<file path="src/rtl/gpio_bank_ctrl.sv">
// Configurable GPIO bank: per-pin pad mode, input synchroniser/debouncer,
// edge detection and sticky maskable interrupts.
module gpio_bank_ctrl #(
  parameter int N_IO        = 12,
  parameter int SYNC_STAGES = 2,
  parameter int DEB_LIMIT   = 3,
  parameter int DEB_W       = 4,
  localparam int AW         = (N_IO > 1) ? $clog2(N_IO) : 1
) (
  input  logic            clk,
  input  logic            rst_n,
  input  logic            cfg_we,
  input  logic [AW-1:0]   cfg_addr,
  input  logic [2:0]      cfg_mode,
  input  logic [N_IO-1:0] out_data,
  input  logic [N_IO-1:0] out_en,
  input  logic [N_IO-1:0] irq_en,
  input  logic [N_IO-1:0] irq_clr,
  input  logic [N_IO-1:0] io_in,
  output logic [N_IO-1:0] io_out,
  output logic [N_IO-1:0] io_oeb,
  output logic [N_IO-1:0] in_data,
  output logic [N_IO-1:0] rise_pulse,
  output logic [N_IO-1:0] fall_pulse,
  output logic [N_IO-1:0] irq_pend,
  output logic            irq
);

  typedef enum logic [2:0] {
    MODE_INPUT  = 3'd0,
    MODE_OUTPUT = 3'd1,
    MODE_BIDIR  = 3'd2,
    MODE_FORCE0 = 3'd3,
    MODE_FORCE1 = 3'd4
  } mode_e;

  logic [2:0]      mode_q [N_IO];
  logic [N_IO-1:0] sync_q [SYNC_STAGES];
  logic [N_IO-1:0] sync_s;
  logic [N_IO-1:0] in_nxt;

  // Codes 5..7 are stored verbatim; out-of-range addresses match no pin.
  always_ff @(posedge clk or negedge rst_n) begin
    if (!rst_n) begin
      for (int unsigned i = 0; i < N_IO; i++) mode_q[i] <= MODE_INPUT;
    end else if (cfg_we) begin
      for (int unsigned i = 0; i < N_IO; i++) begin
        if (cfg_addr == AW'(i)) mode_q[i] <= cfg_mode;
      end
    end
  end

  always_ff @(posedge clk or negedge rst_n) begin
    if (!rst_n) begin
      io_oeb <= '1;
      io_out <= '0;
    end else begin
      for (int unsigned i = 0; i < N_IO; i++) begin
        case (mode_e'(mode_q[i]))
          MODE_OUTPUT: begin io_oeb[i] <= 1'b0;       io_out[i] <= out_data[i]; end
          MODE_BIDIR:  begin io_oeb[i] <= ~out_en[i]; io_out[i] <= out_data[i]; end
          MODE_FORCE0: begin io_oeb[i] <= 1'b0;       io_out[i] <= 1'b0;        end
          MODE_FORCE1: begin io_oeb[i] <= 1'b0;       io_out[i] <= 1'b1;        end
          default:     begin io_oeb[i] <= 1'b1;       io_out[i] <= 1'b0;        end
        endcase
      end
    end
  end

  always_ff @(posedge clk or negedge rst_n) begin
    if (!rst_n) begin
      for (int unsigned k = 0; k < SYNC_STAGES; k++) sync_q[k] <= '0;
    end else begin
      sync_q[0] <= io_in;
      for (int unsigned k = 1; k < SYNC_STAGES; k++) sync_q[k] <= sync_q[k-1];
    end
  end

  assign sync_s = sync_q[SYNC_STAGES-1];

  generate
    if (DEB_LIMIT <= 1) begin : g_nodeb
      assign in_nxt = sync_s;
    end else begin : g_deb
      localparam logic [DEB_W-1:0] LIM = DEB_W'(DEB_LIMIT - 1);
      logic [DEB_W-1:0] cnt_q [N_IO];
      logic [N_IO-1:0]  accept;

      // accept: mismatch has persisted for DEB_LIMIT cycles including this one
      always_comb begin
        accept = '0;
        for (int unsigned i = 0; i < N_IO; i++) begin
          accept[i] = (sync_s[i] != in_data[i]) && (cnt_q[i] == LIM);
        end
      end

      assign in_nxt = in_data ^ accept;

      always_ff @(posedge clk or negedge rst_n) begin
        if (!rst_n) begin
          for (int unsigned i = 0; i < N_IO; i++) cnt_q[i] <= '0;
        end else begin
          for (int unsigned i = 0; i < N_IO; i++) begin
            if ((sync_s[i] == in_data[i]) || accept[i]) cnt_q[i] <= '0;
            else                                         cnt_q[i] <= cnt_q[i] + 1'b1;
          end
        end
      end
    end
  endgenerate

  // Pulses and pending bits share the edge at which in_data takes its new value.
  always_ff @(posedge clk or negedge rst_n) begin
    if (!rst_n) begin
      in_data    <= '0;
      rise_pulse <= '0;
      fall_pulse <= '0;
      irq_pend   <= '0;
    end else begin
      in_data    <= in_nxt;
      rise_pulse <= in_nxt & ~in_data;
      fall_pulse <= ~in_nxt & in_data;
      irq_pend   <= (irq_pend & ~irq_clr) | ((in_nxt ^ in_data) & irq_en);
    end
  end

  assign irq = |irq_pend;

endmodule

</file>
<file path="config.mk">
export PLATFORM = sky130hd
export DESIGN_NAME = gpio_bank_ctrl
export DESIGN_NICKNAME = d
export VERILOG_FILES = /design/src/rtl/gpio_bank_ctrl.sv
export SDC_FILE = /design/constraint.sdc
export NUM_CORES = 1
export LEC_CHECK = 0
export CAP_MARGIN = 20
export CELL_PAD_IN_SITES_DETAIL_PLACEMENT = 1
export CELL_PAD_IN_SITES_GLOBAL_PLACEMENT = 1
export CORE_ASPECT_RATIO = 1.5
export CORE_MARGIN = 2
export CORE_UTILIZATION = 43
export CTS_CLUSTER_DIAMETER = 30
export DETAILED_ROUTE_END_ITERATION = 12
export MAX_ROUTING_LAYER = met4
export PLACE_DENSITY = 0.83
export SLEW_MARGIN = 10
export SYNTH_ARGS = -nofsm -noshare
export SYNTH_HDL_FRONTEND = slang
export SYNTH_SLANG_ARGS = --single-unit
</file>
<file path="constraint.sdc">
create_clock -name clk -period 4.27 [get_ports clk]
set_clock_uncertainty 0.15 [all_clocks]
set_input_delay 0.854 -clock clk [delete_from_list [all_inputs] [get_ports clk]]
set_output_delay 0.854 -clock clk [all_outputs]
set_load 0.005 [all_outputs]
</file>
# After elaboration in Yosys (flattened, before gate mapping)
# Cells that the tools add are included.
# totals
ff_bits,180
input_bits,70
out_inout_bits,73
word_cells,259
# classes
n_mux,36
n_eq_ne,95
n_reduce_logical,62
n_bitwise,22
add_sub_neg,12
# op_table
cell,count
"3-bit by 2-bit equality test with 1-bit output, second input constant",24
"4-bit by 2-bit equality test with 1-bit output, second input constant",14
"4-bit by 1-bit adder with 4-bit output, second input constant",12
12-bit AND,4
4-bit two-way mux,12
1-bit one-hot mux with 2 select lines,24
"3-bit by 1-bit equality test with 1-bit output, second input constant",12
"3-bit equality test, second input constant",12
12-bit inverter,3
3-bit OR reduction,12
2-bit AND reduction,12
2-bit OR reduction,12
12-bit XOR,2
"4-bit by 3-bit equality test with 1-bit output, second input constant",4
"4-bit equality test, second input constant",4
1-bit equality test,12
1-bit logical AND,12
1-bit logical OR,12
1-bit != test,12
1-bit inverter,12
12-bit OR,1
12-bit OR reduction,1
"4-bit by 1-bit equality test with 1-bit output, second input constant",1
4-bit zero test,1

# Depth between registers and ports, before layout
# Gate-level depths: netlist of run 1.
# depth
depth_word,6
mapped_depth,5
mapped_depth_nobuf,5

# Worst setup path before layout of run 1
# OpenSTA, ideal clock, no wires.
# synth_path
kind,input to register
from,input cfg_addr[3]
to,register mode_q[24] in the netlist's numbering
stages,3
path_buffers,0
setup_slack_ps,2259
t_arrival_ps,1737
setup_ps,125
required_ps,3995
path_cell_list,nor3b_1 -> and3_2 -> mux2_2
# synth_via
elab_chain_len,2
# synth_lines
item,line,rtl
from (decl),13,"input logic [AW-1:0] cfg_addr,"
4-bit by 2-bit equality test with 1-bit output,48,if (cfg_addr == AW'(i)) mode_q[i] <= cfg_mode;
2-bit AND reduction (no line),n/a,
"to (signal, indexed assignment)",48,
to (decl),37,logic [2:0] mode_q [N_IO];
# Every way passes these cells.
# A chain may end at the register's enable or synchronous reset.

# Worst setup path after layout of run 1
# layout_path
from,register irq_pend[7]
to,output irq
# layout_via
elab_chain_len,1
# layout_lines
item,line,rtl
from (decl),25,"output logic [N_IO-1:0] irq_pend,"
from (signal assigned),123,irq_pend <= (irq_pend & ~irq_clr) | ((in_nxt ^ in_data) & irq_en);
12-bit OR reduction,127,assign irq = |irq_pend;
to (decl),26,output logic irq
# Every way passes these cells.

==> results of run 1 <==
## stage by stage
| step | power [mW] | instance area (µm²) | hold WS, ns | worst slack [ns] |
|---|---|---|---|---|
| floorplan | 3.14 | 7120 | 0.181 | 2.26 |
| global placement | 3.77 | 8820 | 0.182 | 1.49 |
| detailed placement | 3.92 | 8820 | 0.187 | 1.46 |
| CTS | 5.61 | 9440 | 0.204 | 1.30 |
| global route | 5.86 | 9440 | 0.210 | 1.21 |
| finish | 5.52 | 9440 | 0.201 | 1.37 |
## power by group
part           total (mW)  leakage, nW  internal [mW]  switching (mW)
clock                1.65        0.290          0.941           0.705
sequential           2.47         2.29           2.12           0.350
combinational        1.40         1.63          0.802           0.602
## cells in the mapped netlist
cell type	n
sky130_fd_sc_hd__nand3b_1	16
sky130_fd_sc_hd__dfstp_2	12
sky130_fd_sc_hd__xor2_1	24
sky130_fd_sc_hd__o21a_1	12
sky130_fd_sc_hd__dfrtp_1	168
sky130_fd_sc_hd__or3_4	2
sky130_fd_sc_hd__or3b_1	12
sky130_fd_sc_hd__ha_1	24
sky130_fd_sc_hd__nor2_1	55
sky130_fd_sc_hd__clkbuf_1	3
sky130_fd_sc_hd__mux2_2	48
sky130_fd_sc_hd__a21oi_1	12
sky130_fd_sc_hd__nand3_1	13
sky130_fd_sc_hd__o22ai_1	12
sky130_fd_sc_hd__and2_1	12
sky130_fd_sc_hd__nor4_1	3
sky130_fd_sc_hd__xnor2_1	24
sky130_fd_sc_hd__inv_1	24
sky130_fd_sc_hd__and3_2	1
sky130_fd_sc_hd__nand2_1	50
sky130_fd_sc_hd__nand2b_1	2
sky130_fd_sc_hd__nor3b_1	25
## kinds of logic (layout without fill, tap and decap cells)
kind of cell	Yosys count	count (layout)
DFF	180	180
adders and majority gates	24	24
buffers and inverters	27	201
xor gates and xnor gates	48	48
muxes	48	48
AOI/OAI and AO/OA	36	36
and+or+nand+nor	191	191
## path summary, 6_finish.rpt
path                                start        endpoint  slack [ns]  cells past startpoint
max                           irq_pend[7]             irq        1.37                      3
min                            sync_q[21]       sync_s[9]        0.20                      0
max reg2reg                g_deb.cnt_q[0]     in_data[11]        2.62                      4
min reg2reg                    sync_q[21]       sync_s[9]        0.20                      0
max in group asynchronous           rst_n       io_oeb[2]        2.75                      2
min in group asynchronous           rst_n  g_deb.cnt_q[3]        0.31                      1
## placed cells by master (no fill, tap or decap)
| master | synthesis | layout |
|---|---|---|
| sky130_fd_sc_hd__clkdlybuf4s50_1 | 0 | 141 |
| sky130_fd_sc_hd__xnor2_1 | 24 | 24 |
| sky130_fd_sc_hd__inv_6 | 0 | 4 |
| sky130_fd_sc_hd__nand2b_1 | 2 | 2 |
| sky130_fd_sc_hd__or3_4 | 2 | 2 |
| sky130_fd_sc_hd__o21a_1 | 12 | 12 |
| sky130_fd_sc_hd__bufinv_16 | 0 | 3 |
| sky130_fd_sc_hd__buf_12 | 0 | 1 |
| sky130_fd_sc_hd__and2_1 | 12 | 12 |
| sky130_fd_sc_hd__mux2_2 | 48 | 48 |
| sky130_fd_sc_hd__dfstp_2 | 12 | 12 |
| sky130_fd_sc_hd__nand3_1 | 13 | 13 |
| sky130_fd_sc_hd__nor2_1 | 55 | 55 |
| sky130_fd_sc_hd__buf_4 | 0 | 2 |
| sky130_fd_sc_hd__nand2_1 | 50 | 50 |
| sky130_fd_sc_hd__buf_6 | 0 | 1 |
| sky130_fd_sc_hd__nor3b_1 | 25 | 25 |
| sky130_fd_sc_hd__or3b_1 | 12 | 12 |
| sky130_fd_sc_hd__inv_1 | 24 | 24 |
| sky130_fd_sc_hd__a21oi_1 | 12 | 12 |
| sky130_fd_sc_hd__xor2_1 | 24 | 24 |
| sky130_fd_sc_hd__and3_2 | 1 | 1 |
| sky130_fd_sc_hd__inv_8 | 0 | 3 |
| sky130_fd_sc_hd__dfrtp_1 | 168 | 168 |
| sky130_fd_sc_hd__clkbuf_1 | 3 | 1 |
| sky130_fd_sc_hd__nor4_1 | 3 | 3 |
| sky130_fd_sc_hd__o22ai_1 | 12 | 12 |
| sky130_fd_sc_hd__clkbuf_16 | 0 | 17 |
| sky130_fd_sc_hd__ha_1 | 24 | 24 |
| sky130_fd_sc_hd__clkinvlp_4 | 0 | 4 |
| sky130_fd_sc_hd__nand3b_1 | 16 | 16 |
## flip-flops by register name, summed over array words and instances, names as in the netlist
| signal | flops |
|---|---|
| in_data | 12 |
| io_oeb | 12 |
| io_out | 12 |
| fall_pulse | 12 |
| rise_pulse | 12 |
| sync_s | 12 |
| irq_pend | 12 |
| mode_q | 36 |
| sync_q | 12 |
| g_deb.cnt_q | 48 |
## final cells by class
type | instances | share of cell area
clock buffers | 18 | 0.0455
clock inverters | 14 | 0.0200
inverters | 24 | 0.00955
multi-input cells | 347 | 0.264
flip-flops and latches | 180 | 0.479
well taps | 206 | 0.0273
repair buffers | 145 | 0.154
## per-layer routing
| layer | routed length [µm] | GRT usage | share of wire |
|---|---|---|---|
| met5 | 0 | - | 0 |
| met4 | 267 | 0.0624 | 0.016 |
| met3 | 965 | 0.0630 | 0.059 |
| met2 | 8910 | 0.368 | 0.55 |
| met1 | 6120 | 0.212 | 0.38 |
## worst max-delay path: stages, from the launching register on
cell and delay [ns]:
sky130_fd_sc_hd__dfrtp_1 0.42, sky130_fd_sc_hd__nor4_1 0.45, sky130_fd_sc_hd__nand3_1 0.13, sky130_fd_sc_hd__clkdlybuf4s50_1 0.47
==> key figures, run 1 <==
Logic synthesis
  – Mean area per synthesized cell: 12.8 µm²
  – Number of different library cells in the post-synthesis netlist: 22
  – Synthesized instance count: between 500 and 600
  – Cells taking the most area after synthesis: sky130_fd_sc_hd__dfrtp_1 (59%), sky130_fd_sc_hd__mux2_2 (7.6%), sky130_fd_sc_hd__dfstp_2 (4.4%)
  – Portion of netlist area occupied by mux cells: 0.0760
  – Sequential-to-total area share from yosys stat: 0.635
  – Area share of the largest cell type after synthesis: 0.591
  – Synthesized-area fraction occupied by and/or/nand/nor cells: 0.142
  – Compound-Gate Fraction of Synth Area: 0.0317
  – Combined area of all synthesized cells: 7120 µm²
  – Main combinational cell family by area after synthesis: simple AND/OR/NAND/NOR gates
  – Post-synthesis adder-cell area fraction: 0.0422
  – Count of synthesis-stage warnings from yosys: 0
  – Most area-hungry cell type in the Yosys netlist: sky130_fd_sc_hd__dfrtp_1
  – Post-synthesis register bit count: 180
  – Syn_nets: 648
  – Xor and xnor fraction of the mapped netlist area: 0.0591

Power and ir drop
  – Peak VDD IR: 299 µV
  – P_leak: 4.21 nW
  – Power per cell area: a little under 600 nW/µm²

Clock network
  – # Post-CTS Setup Buffers: 0
  – Clock root cell: sky130_fd_sc_hd__clkbuf_16
  – CTS clk-pin slew, worst paths: 0.07 ns
  – TritonCTS clock tree: built
  – Number of clock buffers inserted by TritonCTS: 17
  – Count of H-tree levels built during CTS: 4
  – Clock latency at the later pin of the worst-skew pair: 0.43 ns
  – Clock net sink count: 180
  – CTS hold repair buffers: 0
  – Buffer levels on the longest clock path: 2
  – Number of gates resized after CTS: 0

Route
  – Aggregate routed wire length: 16300 µm
  – Number of detailed-routing iterations run before antenna repair: 4
  – DR WL/cell: 17.4 µm
  – DRC violation count after routing: 0
  – Number of vias in the routed layout: 4711
  – Ratio of routed vias to standard cells: 5.04
  – Number of nets with antenna violations after detailed routing: 0
  – 1st-iter DRT viols: 69

Floorplan
  – Rows: 57
  – Floorplan die width: 109 µm
  – Floorplan die area: 17600 µm²
  – DIE HEIGHT: roughly 160 µm
  – Number of I/O pins: 143
  – Core ar.: around 16000 µm²
  – Initial cell density of the core: 0.440

Timing
  – Timing-limited maximum frequency: 0.345 GHz
  – Count of endpoints failing setup in the final report: 0
  – Number of pins with negative max-slew slack in the final report: 0
  – Fin crit period: between 2 and 3 ns
  – Worst slew margin relative to its limit: 0.508
  – Total Neg Setup Slack: 0 ns
  – Setup repair after global routing missed its margin: no
  – Period utilisation layout: 0.679
  – Count of endpoints failing hold in the final timing report: 0
  – Slew @ Worst Pin: 0.738 ns

Worst setup path
  – Largest fanout on the critical path: 3
  – Worst Setup Start Kind: flip-flop
  – Worst EP arrival: 1.89 ns
  – Required time of the critical path: 3.27 ns
  – CP Class: reg2out
  – Crit path capture type: output port

Global route
  – Largest net degree at the start of global routing: slightly above 80
  – First-pass GRT wire length: 26800 µm
  – Grt total ovfl: 0
  – Via count of the first global-routing pass: 5438
  – Number of antenna violations at the first check in global routing: 0
  – Overall fraction of global-route tracks in use: 0.206

Finish
  – Utilization after layout: 0.583
  – Final instance count without filler cells: 934
  – Proportion of layout cells with a drive suffix above 1: 0.135
  – Reg area: 4520 µm²
  – Number of nets in the final layout: between 800 and 900
  – Layout overhead on the synthesized area: 32.6%
  – Area taken by multi-input logic gates: 2490 µm²
  – Diode insertion count for antenna repair: 0
  – Fill cells: 1624

Worst hold path
  – Hold Path Class: reg2reg

Placement
  – PortBufs: 142
  – Final HPWL from detailed placement: 11800 µm
  – Placer congestion estimate: approximately 0.77
  – Count of placed standard cells including taps: between 900 and 1000

Outcome
  – Run status: complete, no violations

Job
  – Max Cap Violations: 0
No activity file was read; power rests on OpenSTA's default activity.
==> run 2, diff against run 1 <==
Settings changed: CORE_UTILIZATION 43 to 37, PLACE_DENSITY 0.83 to 0.76.
Clock period 4.27 ns to 2.6 ns, I/O delays scaled along.
==> run 2 against run 1 <==
Via count increased by 0.11%. Core utilization decreased by 8.7 points. Critical path depth unchanged. Sequential share of layout area about the same. Register-to-register slack got worse by 1.7 ns. Design area about the same. Clock-buffer cell count increased by 2. Die area increased by 16%. Power increased by 57%. Critical endpoint unchanged. Non-clock buffer count increased by 2. Cell count increased by 5.5%.
==> key figures, run 2 (synthesis results as in run 1) <==
Finish
  – Diode insertion count for antenna repair: 0 (unchanged)
  – Largest reg by FF count: g_deb.cnt_q
  – Largest register FFs: 48 (unchanged)
  – Proportion of layout cells with a drive suffix above 1: 0.133 (-0.00156)
  – Most common library cell in the layout ignoring fill and taps: sky130_fd_sc_hd__dfrtp_1
  – Final instance count without filler cells: 985 (+5.5%)
  – Number of nets in the final layout: 811 (+0.25%)
  – Registers with the most flip-flops: g_deb.cnt_q: 48 flops, mode_q: 36 flops
  – Layout overhead on the synthesized area: 32.6% (about the same)
  – Commonest non-fill, non-tap cells in the layout: sky130_fd_sc_hd__dfrtp_1 (168), sky130_fd_sc_hd__clkdlybuf4s50_1 (141), sky130_fd_sc_hd__nor2_1 (55)

Route
  – Number of detailed-routing iterations run before antenna repair: 4 (unchanged)
  – DR WL/cell: 16.7 µm (-4.1%)
  – Ratio of routed vias to standard cells: 4.79 (-5.1%)
  – Number of vias in the routed layout: 4716 (+0.11%)
  – 1st-iter DRT viols: 136 (+97%)
  – DRC violation count after routing: 0 (unchanged)
  – Aggregate routed wire length: 16400 µm (+1.1%)
  – Number of nets with antenna violations after detailed routing: 0 (unchanged)

Worst setup path
  – CP Class: reg2out
  – Worst EP arrival: 1.78 ns (-0.11 ns)
  – Worst Setup Start Kind: flip-flop
  – Critical Path Start: irq_pend[7]
  – Reg2Reg Launch Point: g_deb.cnt_q[8]
  – Setup crit end: irq
  – Slowest CP cell: sky130_fd_sc_hd__clkdlybuf4s50_1
  – R2R setup slack: 0.93 ns (-1.69 ns)
  – Depth of the most critical reg-to-reg path: 4 (unchanged)
  – Terminus of the critical flop-to-flop path: in_data[9]
  – Largest fanout on the critical path: 3 (unchanged)
  – Crit path capture type: output port
  – Critical path, cell by cell: nor4_2, nand3_1, clkdlybuf4s50_1
  – Critical path's largest stage delay: 0.46 ns (about the same)
  – Required time of the critical path: 1.93 ns (-1.34 ns)

Floorplan
  – Number of I/O pins: 143 (unchanged)
  – Initial cell density of the core: 0.374 (-0.0651)
  – Floorplan die area: 20400 µm² (+16%)
  – Core ar.: 19000 µm² (+17%)
  – Floorplan die width: 117 µm (+7.5%)
  – Rows: 62 (+8.8%)
  – DIE HEIGHT: 174 µm (+7.6%)

Placement
  – Final HPWL from detailed placement: 12300 µm (+4.2%)
  – Count of placed standard cells including taps: 953 (+5.7%)
  – Placer congestion estimate: 0.796 (+3.5%)
  – PortBufs: 142 (unchanged)

Power and ir drop
  – Power per cell area: 921 nW/µm² (+57%)
  – Peak VDD IR: 453 µV (+51%)
  – P_leak: 4.17 nW (-0.77%)
  – Design Power: 8.69 mW (+57%)

Global route
  – Via count of the first global-routing pass: 5487 (+0.90%)
  – Number of antenna violations at the first check in global routing: 0 (unchanged)
  – Overall fraction of global-route tracks in use: 0.177 (-0.0284)
  – First-pass GRT wire length: 27100 µm (+0.98%)
  – Largest net degree at the start of global routing: 51 (-39%)
  – Grt total ovfl: 0 (unchanged)

Worst hold path
  – Hold Path Class: reg2reg
  – Hold Path Depth: 0 (unchanged)

Timing
  – Fin crit period: about 2.5 ns
  – Timing-limited maximum frequency: 0.408 GHz
  – Count of endpoints failing setup in the final report: 0 (unchanged)
  – Setup repair after global routing missed its margin: no
  – Slew @ Worst Pin: 0.573 ns (-0.165 ns)
  – Count of endpoints failing hold in the final timing report: 0 (unchanged)
  – Number of pins with negative max-slew slack in the final report: 0 (unchanged)
  – Worst slew margin relative to its limit: 0.617 (+0.109)
  – Total Neg Setup Slack: 0 ns (unchanged)
  – Period utilisation layout: 0.943

Clock network
  – Clock net sink count: 180 (unchanged)
  – Count of H-tree levels built during CTS: 4 (unchanged)
  – CTS clk-pin slew, worst paths: 0.06 ns (about the same)
  – Clock root cell: sky130_fd_sc_hd__clkbuf_16
  – Clock latency at the later pin of the worst-skew pair: 0.42 ns (about the same)
  – TritonCTS clock tree: built
  – Buffer levels on the longest clock path: 2 (unchanged)
  – Number of clock buffers inserted by TritonCTS: 17 (unchanged)

Job
  – Max Cap Violations: 0 (unchanged)

Outcome
  – Run status: complete, no violations
[run 2: worst max-delay path: cells and delay by family (launching register included)]
kind,cells,cell delay (ns)
buffers and inverters,1,0.46
DFF,1,0.41
and+or+nand+nor,2,0.49
[run 2: metal layers]
layer  global-route usage  vias to the layer above  part of all wire
li1                     -                     2172                 -
met5                    -                        -                 0
met4               0.0588                        0             0.017
met1                0.183                     2390              0.38
met2                0.321                      136              0.55
met3               0.0427                       18             0.055
[run 2: worst min path at each step]
stage / endpoint / slack, ns / startpoint
floorplan: fall_pulse[0] / 0.07 / rst_n
global placement: sync_s[7] / 0.18 / sync_q[19]
detailed placement: sync_s[3] / 0.19 / sync_q[15]
CTS: sync_s[3] / 0.20 / sync_q[15]
global route: sync_s[3] / 0.21 / sync_q[15]
finish: sync_s[3] / 0.20 / sync_q[15]
[run 2: repair_timing]
action | in CTS | in global routing
hold buffers | 1 | 0
resized for setup | 1 | 0
setup endpoints to repair | 1 | 0
setup buffers | 0 | 0
hold endpoints to repair | 45 | 0
[run 2: cell type report]
cell class	instances	area, µm²
tap	256	320
timing repair buffer	147	1490
fill	1984	9570
inverter	24	90.1
sequential	180	4520
multi-input combinational	347	2500
clock buffer	20	437
clock inverter	11	80.1
[run 2: per-stage QoR]
stage | utilization | cell area, µm² | setup WS (ns) | hold slack, ns
final | 0.496 | 9440 | 0.148 | 0.199
after global routing | 0.496 | 9440 | 0.0320 | 0.207
after CTS | 0.496 | 9440 | 0.0663 | 0.202
after detailed placement | 0.468 | 8900 | 0.149 | 0.187
after global placement | 0.468 | 8900 | 0.137 | 0.184
after floorplan | - | 7120 | 0.923 | 0.0744
[run 2: report_power, final]
group / switching (mW) / internal [mW] / total (mW) / leakage, nW
sequential: 0.579 / 3.48 / 4.06 / 2.29
combinational: 0.999 / 1.33 / 2.33 / 1.65
clock: 1.07 / 1.22 / 2.29 / 0.243
total: 2.65 / 6.03 / 8.69 / 4.17
==> run 3, diff against run 2 <==
Settings changed: TNS_END_PERCENT set to 1.
==> results of run 3 <==
Final layout, timing and power as in run 2 (identical DEF).
